## src/rtl/leaf_router_rr.sv

```systemverilog
// Leaf router: per-input FIFOs, GPU->spine routing, round-robin spine->GPU arbitration.
// Define LEAF_ROUTER_DROP_CNT_EN to build the saturating misroute counter; otherwise drop_count is 0.

module leaf_router_fifo #(
  parameter int WIDTH = 8,
  parameter int DEPTH = 8
) (
  input  logic             clk,
  input  logic             reset,
  input  logic             push_i,
  input  logic [WIDTH-1:0] push_dat_i,
  input  logic             pop_i,
  output logic [WIDTH-1:0] head_dat_o,
  output logic             full_o,
  output logic             empty_o
);
  localparam int AW = $clog2(DEPTH);

  logic [WIDTH-1:0] mem_q [DEPTH];
  logic [AW-1:0]    wr_ptr_q, rd_ptr_q;
  logic [AW:0]      cnt_q, cnt_d;
  logic             full_q, empty_q;
  logic             do_push, do_pop;

  // A pop frees the slot, so a push into a full FIFO is legal in the same cycle.
  assign do_pop  = pop_i && !empty_q;
  assign do_push = push_i && (!full_q || do_pop);

  always_comb begin
    cnt_d = cnt_q;
    if (do_push && !do_pop) begin
      cnt_d = cnt_q + 1'b1;
    end else if (!do_push && do_pop) begin
      cnt_d = cnt_q - 1'b1;
    end
  end

  always_ff @(posedge clk) begin
    if (do_push) begin
      mem_q[wr_ptr_q] <= push_dat_i;
    end
  end

  always_ff @(posedge clk) begin
    if (reset) begin
      wr_ptr_q <= '0;
      rd_ptr_q <= '0;
      cnt_q    <= '0;
      full_q   <= 1'b0;
      empty_q  <= 1'b1;
    end else begin
      if (do_push) wr_ptr_q <= wr_ptr_q + 1'b1;
      if (do_pop)  rd_ptr_q <= rd_ptr_q + 1'b1;
      cnt_q   <= cnt_d;
      full_q  <= (cnt_d == (AW+1)'(DEPTH));
      empty_q <= (cnt_d == '0);
    end
  end

  assign head_dat_o = mem_q[rd_ptr_q];
  assign full_o     = full_q;
  assign empty_o    = empty_q;
endmodule

module leaf_router_rr #(
  parameter int         DWIDTH     = 16,
  parameter int         FIFO_DEPTH = 8,
  parameter int         N_SPINES   = 4,
  parameter logic [3:0] GROUP_ID   = 4'b0100
) (
  input  logic                       clk,
  input  logic                       reset,
  input  logic                       arb_enable,
  input  logic [DWIDTH-1:0]          gpu_in_data,
  input  logic                       gpu_in_valid,
  input  logic [5:0]                 gpu_dest_addr,
  output logic                       gpu_in_ready,
  output logic [DWIDTH-1:0]          gpu_out_data,
  output logic                       gpu_out_valid,
  input  logic                       gpu_out_ready,
  input  logic [N_SPINES*DWIDTH-1:0] spine_in_data,
  input  logic [N_SPINES-1:0]        spine_in_valid,
  input  logic [N_SPINES*6-1:0]      spine_dest_addr,
  output logic [N_SPINES-1:0]        spine_in_ready,
  output logic [N_SPINES*DWIDTH-1:0] spine_out_data,
  output logic [N_SPINES-1:0]        spine_out_valid,
  input  logic [N_SPINES-1:0]        spine_out_ready,
  output logic [N_SPINES:0]          fifo_full,
  output logic [N_SPINES:0]          fifo_empty,
  output logic [2:0]                 current_grant,
  output logic [15:0]                drop_count
);
  localparam int SW = (N_SPINES > 1) ? $clog2(N_SPINES) : 1;

  typedef enum logic {ARB_IDLE, ARB_GRANT} arb_state_e;

  logic [DWIDTH+5:0] gpu_head;
  logic              gpu_full, gpu_empty, gpu_pop;
  logic [SW-1:0]     gpu_tgt;

  logic [DWIDTH-1:0]   sp_head_data [N_SPINES];
  logic [3:0]          sp_head_grp  [N_SPINES];
  logic [N_SPINES-1:0] sp_full, sp_empty, sp_pop, sp_req, sp_misroute;

  logic [N_SPINES-1:0] sp_out_vld_q, sp_load;
  logic [DWIDTH-1:0]   sp_out_data_q [N_SPINES];
  logic                gpu_out_vld_q, gpu_load;
  logic [DWIDTH-1:0]   gpu_out_data_q;

  arb_state_e    state_q, state_d;
  logic [SW-1:0] grant_q, grant_d, ptr_q, ptr_d, pick, cand;
  logic          pick_vld;
  logic          unused_spine_addr;

  leaf_router_fifo #(.WIDTH(DWIDTH+6), .DEPTH(FIFO_DEPTH)) u_gpu_fifo (
    .clk        (clk),
    .reset      (reset),
    .push_i     (gpu_in_valid && !gpu_full),
    .push_dat_i ({gpu_dest_addr, gpu_in_data}),
    .pop_i      (gpu_pop),
    .head_dat_o (gpu_head),
    .full_o     (gpu_full),
    .empty_o    (gpu_empty)
  );

  // Spine FIFOs keep only the group field; the spine-select bits are meaningless on ingress.
  for (genvar i = 0; i < N_SPINES; i++) begin : g_spine
    logic [DWIDTH+3:0] head;
    leaf_router_fifo #(.WIDTH(DWIDTH+4), .DEPTH(FIFO_DEPTH)) u_fifo (
      .clk        (clk),
      .reset      (reset),
      .push_i     (spine_in_valid[i] && !sp_full[i]),
      .push_dat_i ({spine_dest_addr[i*6+2 +: 4], spine_in_data[i*DWIDTH +: DWIDTH]}),
      .pop_i      (sp_pop[i]),
      .head_dat_o (head),
      .full_o     (sp_full[i]),
      .empty_o    (sp_empty[i])
    );
    assign sp_head_data[i] = head[DWIDTH-1:0];
    assign sp_head_grp[i]  = head[DWIDTH+3:DWIDTH];
    assign sp_req[i]       = !sp_empty[i] && (sp_head_grp[i] == GROUP_ID);
    assign sp_misroute[i]  = !sp_empty[i] && (sp_head_grp[i] != GROUP_ID);
    assign spine_out_data[i*DWIDTH +: DWIDTH] = sp_out_data_q[i];
  end

  assign unused_spine_addr = ^spine_dest_addr;

  assign gpu_in_ready    = !gpu_full;
  assign spine_in_ready  = ~sp_full;
  assign fifo_full       = {sp_full, gpu_full};
  assign fifo_empty      = {sp_empty, gpu_empty};
  assign spine_out_valid = sp_out_vld_q;
  assign gpu_out_valid   = gpu_out_vld_q;
  assign gpu_out_data    = gpu_out_data_q;
  assign current_grant   = (state_q == ARB_GRANT) ? 3'(grant_q) : 3'b111;

  assign gpu_tgt = SW'(gpu_head[DWIDTH+1:DWIDTH] & 2'(N_SPINES-1));

  // Loopback flits are discarded; others wait for their spine register to be free or draining.
  always_comb begin
    gpu_pop = 1'b0;
    sp_load = '0;
    if (!gpu_empty) begin
      if (gpu_head[DWIDTH+5:DWIDTH+2] == GROUP_ID) begin
        gpu_pop = 1'b1;
      end else if (!sp_out_vld_q[gpu_tgt] || spine_out_ready[gpu_tgt]) begin
        gpu_pop          = 1'b1;
        sp_load[gpu_tgt] = 1'b1;
      end
    end
  end

  always_ff @(posedge clk) begin
    if (reset) begin
      sp_out_vld_q <= '0;
      for (int i = 0; i < N_SPINES; i++) sp_out_data_q[i] <= '0;
    end else begin
      for (int i = 0; i < N_SPINES; i++) begin
        if (sp_load[i]) begin
          sp_out_vld_q[i]  <= 1'b1;
          sp_out_data_q[i] <= gpu_head[DWIDTH-1:0];
        end else if (spine_out_ready[i]) begin
          sp_out_vld_q[i] <= 1'b0;
        end
      end
    end
  end

  always_comb begin
    pick     = '0;
    pick_vld = 1'b0;
    cand     = '0;
    for (int k = 0; k < N_SPINES; k++) begin
      cand = SW'((int'(ptr_q) + k) % N_SPINES);
      if (!pick_vld && sp_req[cand]) begin
        pick     = cand;
        pick_vld = 1'b1;
      end
    end
  end

  // Misrouted heads drain every cycle regardless of the arbiter.
  always_comb begin
    state_d  = state_q;
    grant_d  = grant_q;
    ptr_d    = ptr_q;
    gpu_load = 1'b0;
    sp_pop   = sp_misroute;
    case (state_q)
      ARB_IDLE: begin
        if (arb_enable && pick_vld) begin
          state_d = ARB_GRANT;
          grant_d = pick;
        end
      end
      ARB_GRANT: begin
        if (!gpu_out_vld_q || gpu_out_ready) begin
          gpu_load        = 1'b1;
          sp_pop[grant_q] = 1'b1;
          state_d         = ARB_IDLE;
          ptr_d           = SW'((int'(grant_q) + 1) % N_SPINES);
        end
      end
      default: state_d = ARB_IDLE;
    endcase
  end

  always_ff @(posedge clk) begin
    if (reset) begin
      state_q <= ARB_IDLE;
      grant_q <= '0;
      ptr_q   <= '0;
    end else begin
      state_q <= state_d;
      grant_q <= grant_d;
      ptr_q   <= ptr_d;
    end
  end

  always_ff @(posedge clk) begin
    if (reset) begin
      gpu_out_vld_q  <= 1'b0;
      gpu_out_data_q <= '0;
    end else if (gpu_load) begin
      gpu_out_vld_q  <= 1'b1;
      gpu_out_data_q <= sp_head_data[grant_q];
    end else if (gpu_out_ready) begin
      gpu_out_vld_q <= 1'b0;
    end
  end

`ifdef LEAF_ROUTER_DROP_CNT_EN
  logic [15:0] drop_q, drop_d;
  logic [16:0] drop_sum;

  always_comb begin
    drop_sum = {1'b0, drop_q};
    for (int i = 0; i < N_SPINES; i++) drop_sum = drop_sum + 17'(sp_misroute[i]);
    drop_d = drop_sum[16] ? 16'hFFFF : drop_sum[15:0];
  end

  always_ff @(posedge clk) begin
    if (reset) drop_q <= '0;
    else       drop_q <= drop_d;
  end

  assign drop_count = drop_q;
`else
  assign drop_count = '0;
`endif
endmodule

```

## config.mk

```make
export PLATFORM = sky130hd
export DESIGN_NAME = leaf_router_rr
export DESIGN_NICKNAME = d
export VERILOG_FILES = /design/src/rtl/leaf_router_rr.sv
export SDC_FILE = /design/constraint.sdc
export NUM_CORES = 1
export LEC_CHECK = 0
export CORE_ASPECT_RATIO = 0.7
export CORE_MARGIN = 4
export CORE_UTILIZATION = 35
export DETAILED_ROUTE_END_ITERATION = 8
export PLACE_DENSITY = 0.65
export SYNTH_ARGS = -nofsm -noshare
export SYNTH_HDL_FRONTEND = slang
export SYNTH_SLANG_ARGS = --single-unit
```

## constraint.sdc

```tcl
create_clock -name clk -period 3.52 [get_ports clk]
set_clock_uncertainty 0.15 [all_clocks]
set_input_delay 0.352 -clock clk [delete_from_list [all_inputs] [get_ports clk]]
set_output_delay 0.352 -clock clk [all_outputs]
set_load 0.05 [all_outputs]
```

==> Word-level counts from Yosys, hierarchy flattened <==
Memories as Yosys holds them, arrays and structs flattened. A register that Yosys moved wholly into a read port is not among the register bits.
Cells that the tools add are included.
{ "word_totals": {"reg_bits": 86, "ram_bits": 880, "in_bits": 123, "out_inout_bits": 119, "elab_cells": 277, "mem_count": 6} }
{ "op_classes": {"add_sub_neg": 24, "order_cmp": 9, "eq_ne": 14, "muxes": 99, "bitwise": 8, "reduce_logical": 83} }
{ "memory_table": {"columns": ["name", "words", "word_bits", "read_ports", "rd_clocked_by_memory_dff", "wr", "line", "text"], "rows": [
  ["u_gpu_fifo.mem_q", 8, 22, 1, 1, 1, "19", "logic [WIDTH-1:0] mem_q [DEPTH];"],
  ["g_spine[0].u_fifo.mem_q", 8, 20, 1, 1, 1, "19", null],
  ["g_spine[1].u_fifo.mem_q", 8, 20, 1, 1, 1, "19", null],
  ["g_spine[2].u_fifo.mem_q", 8, 20, 1, 1, 1, "19", null],
  ["g_spine[3].u_fifo.mem_q", 8, 20, 1, 1, 1, "19", null],
  ["sp_out_data_q", 4, 16, 4, 0, 4, "106", "logic [DWIDTH-1:0] sp_out_data_q [N_SPINES];"]
]} }
{ "ops": {"columns": ["cell", "count"], "rows": [
  ["$mux W16", 6],
  ["$mux W4", 15],
  ["$mux W1", 53],
  ["$logic_and A1 B1 Y1", 39],
  ["$mux W3", 11],
  ["$bmux W16 S2", 1],
  ["$add A3 B1 Y3 const B", 10],
  ["$logic_not A1 Y1", 25],
  ["$add A4 B1 Y4 const B", 5],
  ["$eq A4 B3 Y1 const B", 5],
  ["$eq A4 B4 Y1 const B", 5],
  ["$logic_not A4 Y1", 5],
  ["$sub A4 B1 Y4 const B", 5],
  ["$lt A2 B3 Y1 const B", 6],
  ["$ne A4 B3 Y1 const B", 4],
  ["$bmux W1 S2", 6],
  ["$reduce_bool A2 Y1", 5],
  ["$mux W2", 4],
  ["$logic_or A1 B1 Y1", 7],
  ["$add A2 B1 Y2 const B", 2],
  ["$add A2 B2 Y2 const B", 2],
  ["$demux W1 S2", 2],
  ["$ge A2 B1 Y1 const B", 2],
  ["$not A4 Y4", 1],
  ["7 further kinds", 11]
]} }

==> Logic depth before layout (Yosys ltp) <==
{ "logic_depth": {"depth_word": 17, "ltp_mapped": 10, "ltp_nobuf": 8} }

==> Cells and area by module <==
From an unflattened synthesis, not the netlist that was laid out.
{ "unflattened": {"cells_unflattened": 1938, "hier_area_um2": 39078.7} }
{ "by_module_without_submodules": {"columns": ["module", "n_inst", "cells_each", "area_each_um2", "seq_area_each_um2"], "rows": [
  ["leaf_router_fifo at g_spine[0].u_fifo ...", 3, 312, 6879.1, 5104.9],
  ["leaf_router_fifo at u_gpu_fifo", 1, 334, 7454.6, 5585.4],
  ["leaf_router_fifo at g_spine[1].u_fifo", 1, 315, 6706.4, 5104.9],
  ["leaf_router_rr", 1, 353, 4280.4, 2442.3]
]} }

==> Worst setup path after synthesis <==
No wires, ideal clock.
{ "synth_path": {"kind": "reg2reg", "startpoint": "register u_gpu_fifo.full_q, in the netlist u_gpu_fifo.full_o", "endpoint": "memory u_gpu_fifo.mem_q[0][0] in the netlist's numbering (enable)", "arrival_ps": 3072, "required_time_ps": 2913, "slack_ps": -160, "path_stages_with_launch": 4, "path_buffers": 0, "period_less_slack_ps": 3680, "cell_sequence": "dfxtp_1 -> inv_1 -> nand2_1 -> nor4_1"} }
{ "synth_between": {"elab_chain_cells": 5, "elab_cells_between_ends": 6, "classes_between": "2 x mux; 4 x reduce/logical"} }
{ "synth_lines": {"columns": ["element", "line", "text"], "rows": [
  ["start: declaration", "22", "logic full_q, empty_q;"],
  ["start signal: assignment", "55", "full_q <= (cnt_d == (AW+1)'(DEPTH));"],
  ["$logic_not A1 Y1 *", null, null],
  ["net gpu_in_ready", "77", "output logic gpu_in_ready,"],
  ["$logic_and A1 B1 Y1 or $logic_or A1 B1 Y1 (tied branches)", "118, 27", null],
  ["$logic_and A1 B1 Y1 *", "27", "assign do_push = push_i && (!full_q || do_pop);"],
  ["$mux W1 *", "39", "if (do_push) begin"],
  ["$mux W1 (not written as such) *", "40", "mem_q[wr_ptr_q] <= push_dat_i;"],
  ["end: declaration", "19", null]
]} }
The timed path passes the listed nets; every way through them passes the cells marked *.

==> impl_metrics.csv <==
group,metric,value,unit
setup_path,path_max_fanout,16,
layout,area_delta_synth_final,20.0,%
timing,hold_viol,0,
yosys,seq_area_frac_synth,76.2,%
yosys,synth_top_cell_area_share,70.8,%
detailed_routing,drt_iter0_drc,1625,
placed_design,gp_congestion,0.816,
placed_design,portBuffers,217,
layout,multi_input_area,8460,sq um
clock_tree,cts_max_level,3,
placed_design,dp_cells,3549,
clock_tree,clk_latency,690,ps
clock_tree,cts_root_buf,"clkbuf_16",
yosys,synthTopCellsByArea,"edfxtp_1, mux4_2, dfxtp_1",
detailed_routing,wirelength,85200,um
flow_run,maxCapViolations,0,
timing,fin_crit,3150,ps
timing,fmax,0.318,GHz
timing,worstMarginPinSlew,978,ps
setup_path,critPathKind,"reg -> reg",
pwr,clkPwrFrac,31.0,%
yosys,synth_edf_count,880,
layout,regArea,28500,sq um
placed_design,preCtsSetupSlack,300,ps
yosys,ys_warn_count,0,
setup_path,startpoint_type,"register",
pwr,peakVddDrop,0.374,mV
detailed_routing,ant_nets,0,
clock_tree,cts-buffers-inserted,93,
yosys,synthCells,1909,
placed_design,dp.final_hpwl,56300,um
detailed_routing,drt-vias-per-instance,5.00,
clock_tree,clockBufferDepth,3,
die,die_h,281,um
detailed_routing,dr.pass1.iters,5,
pwr,power.switching,0.00905,W
die,core_area,105000,sq um
detailed_routing,num_vias,18592,
global_route,grt_antenna_before_repair,17,
global_route,grt_pass1_wl,125000,um
detailed_routing,drc,0,
timing,slew_violations,0,
detailed_routing,wire_per_inst,22.9,um
pwr,p_seq_share,45.8,%
yosys,ys_seq_elements,981,
global_route,grt_max_degree,77,
global_route,grt_pass1_vias,19090,
yosys,yosys_most_used_dff,"edfxtp_1",
yosys,syn_avg_cell_area,19.5,sq um
yosys,async_flop_share,0,%
min_path,worstHoldStart,"arb_enable",
setup_path,end_kind,"register",
setup_path,critPathRequiredTime,3910,ps
die,dieArea,112000,sq um
layout,final_layout_size_suffix_gt1_share,20.8,%
layout,fill_cells,9028,
timing,finalCritPeriodShare,89.5,%
pwr,internal-power,0.0219,W
layout,fin_cells,3722,
pwr,power.density,692,nW/um^2
pwr,p_comb_share,23.2,%
min_path,hp-class,"in -> reg",
clock_tree,cts_resized,0,
yosys,synth_most_common_cell,"edfxtp_1",
yosys,ys_types,71,
status,status,"complete, no violations",
timing,final.setup.tns,0,ps
timing,setup_slack,371,ps
timing,rsz0062_at_grt,"no",
clock_tree,cts_tree,"built",
yosys,syn_area,37300,sq um
pwr,swShare,29.2,%
setup_path,crit_arrival,3540,ps
pwr,p_leak,14.2,nW
die,die_width,398,um
global_route,grt.total_usage,15.0,%
timing,slew_headroom,34.8,%
die,num_rows,99,
clock_tree,postCtsSetupBuffers,0,
die,pin_count,242,
clock_tree,cts_hold_buffers,1,
layout,final_nets,2378,
yosys,ys_top_cells_by_count,"edfxtp_1, mux4_2, nor2_1",
clock_tree,cts.sinks,981,
yosys,yosysTopAreaCell,"edfxtp_1",
die,start_util,35.5,%
global_route,grt_overflow_total,0,
timing,setup_viol,0,
clock_tree,path_clk_slew,60,ps
-- through the flow --
| step | power [W] | instance area, sq um | util, % | hold slack [ps] |
|---|---|---|---|---|
| after CTS | 0.0313 | 44800 | 42.6 | 107 |
| final | 0.0310 | 44800 | 42.6 | 153 |
| after floorplan | 0.0191 | 37400 | - | 301 |
| after global routing | 0.0323 | 44800 | 42.6 | 165 |
| after global placement | 0.0215 | 41800 | 39.8 | 323 |
| after detailed placement | 0.0217 | 41800 | 39.8 | 340 |
-- worst paths after layout --
kind | end | slack, ps | cells past startpoint
max reg2reg | u_gpu_fifo.empty_o | 370 | 8
min reg2reg | g_spine[2].u_fifo.wr_ptr_q[0] | 350 | 2
max | u_gpu_fifo.empty_o | 370 | 8
min | state_q | 150 | 3
-- worst max-delay path, stage by stage, from the launching register on --
cell and delay [ps]:
dfxtp_2 390, buf_4 340, mux4_2 540, mux2_2 340, or2_4 290, a31oi_4 250
xnor2_1 140, a311oi_1 440, o31ai_1 130
-- cell type report --
cell class	count	share of cell area, %
antenna	8	0.0447
clock buffer	118	5.52
clock inverter	46	1.09
inverter	29	0.243
multi-input combinational	813	18.9
sequential	981	63.5
tap	1414	3.95
timing repair buffer	313	6.71
-- registers in the layout, indices dropped and copies added (netlist names), 2 cells and up, named ones only --
| name | count |
|---|---|
| grant_q | 2 |
| u_gpu_fifo.mem_q | 176 |
| g_spine.u_fifo.mem_q | 640 |
| gpu_out_data | 16 |
| g_spine.u_fifo.cnt_q | 16 |
| g_spine.u_fifo.rd_ptr_q | 12 |
| sp_out_data_q | 64 |
| g_spine.u_fifo.full_o | 4 |
| u_gpu_fifo.cnt_q | 4 |
| ptr_q | 2 |
| g_spine.u_fifo.wr_ptr_q | 12 |
| spine_out_valid | 4 |
| g_spine.u_fifo.empty_o | 4 |
| u_gpu_fifo.rd_ptr_q | 3 |
| u_gpu_fifo.wr_ptr_q | 3 |
-- per-layer routing --
| metal | vias to the layer above | GRT usage (%) | part of all wire (%) |
|---|---|---|---|
| met5 | - | 0 | 0.094 |
| met4 | 12 | 3.89 | 1.9 |
| met3 | 133 | 3.84 | 7.6 |
| met2 | 576 | 23.1 | 46 |
| met1 | 9643 | 21.4 | 44 |
| li1 | 8228 | - | - |
-- cell families (layout without fill, tap and decap cells) --
kind of cell,Yosys count,count (layout),synth area share (%)
buffers and inverters,130,506,1.67
muxes,280,280,13.8
DFF,981,981,76.2
xor gates and xnor gates,33,33,0.775
other,1,24,0.0101
AOI/OAI and AO/OA,96,96,1.89
and+or+nand+nor,363,363,4.78
adders and majority gates,25,25,0.832
-- placed cells by master, fill, tap and decap left out, types with 4 or more instances in the layout --
cell             netlist  final
dfxtp_1              101     96
clkbuf_16              0     93
nand3_1                6      6
clkinv_16              0      6
clkinv_1               1      8
ha_1                  24     24
dfxtp_2                0      5
diode_2                0      8
nor4b_1               29     29
nor2b_1               12     12
a22oi_1                5      5
a31o_2                 4      4
clkdlybuf4s50_1        0    216
nand2b_1              23     23
clkinv_2               0     20
nor2_2                 0     21
and2_1                 4      4
mux4_2               185    185
clkbuf_8               0      5
a211oi_1              23     23
xor2_1                16     16
edfxtp_1             880    880
buf_12                 0      9
a21oi_1               17     17
nand2_1               65     65
nor2_1               165    144
conb_1                 1     16
clkbuf_1              45     20
o21ai_0                9      9
clkinvlp_4             0      7
buf_4                 26     87
nor3_2                 0     16
mux2i_1               91     91
nor3_1                30     14
xnor2_1               17     17
inv_1                 27     27
a22o_1                 5      5
-- power groups by stage --
| stage | sequential [W] | clock, W | combinational (W) |
|---|---|---|---|
| after floorplan | 0.0148 | 0 | 0.00427 |
| after global placement | 0.0144 | 0 | 0.00709 |
| after detailed placement | 0.0144 | 0 | 0.00725 |
| after CTS | 0.0142 | 0.00987 | 0.00727 |
| after global routing | 0.0143 | 0.0104 | 0.00771 |
| final | 0.0142 | 0.00960 | 0.00720 |
(Power assumes the default switching activity.)
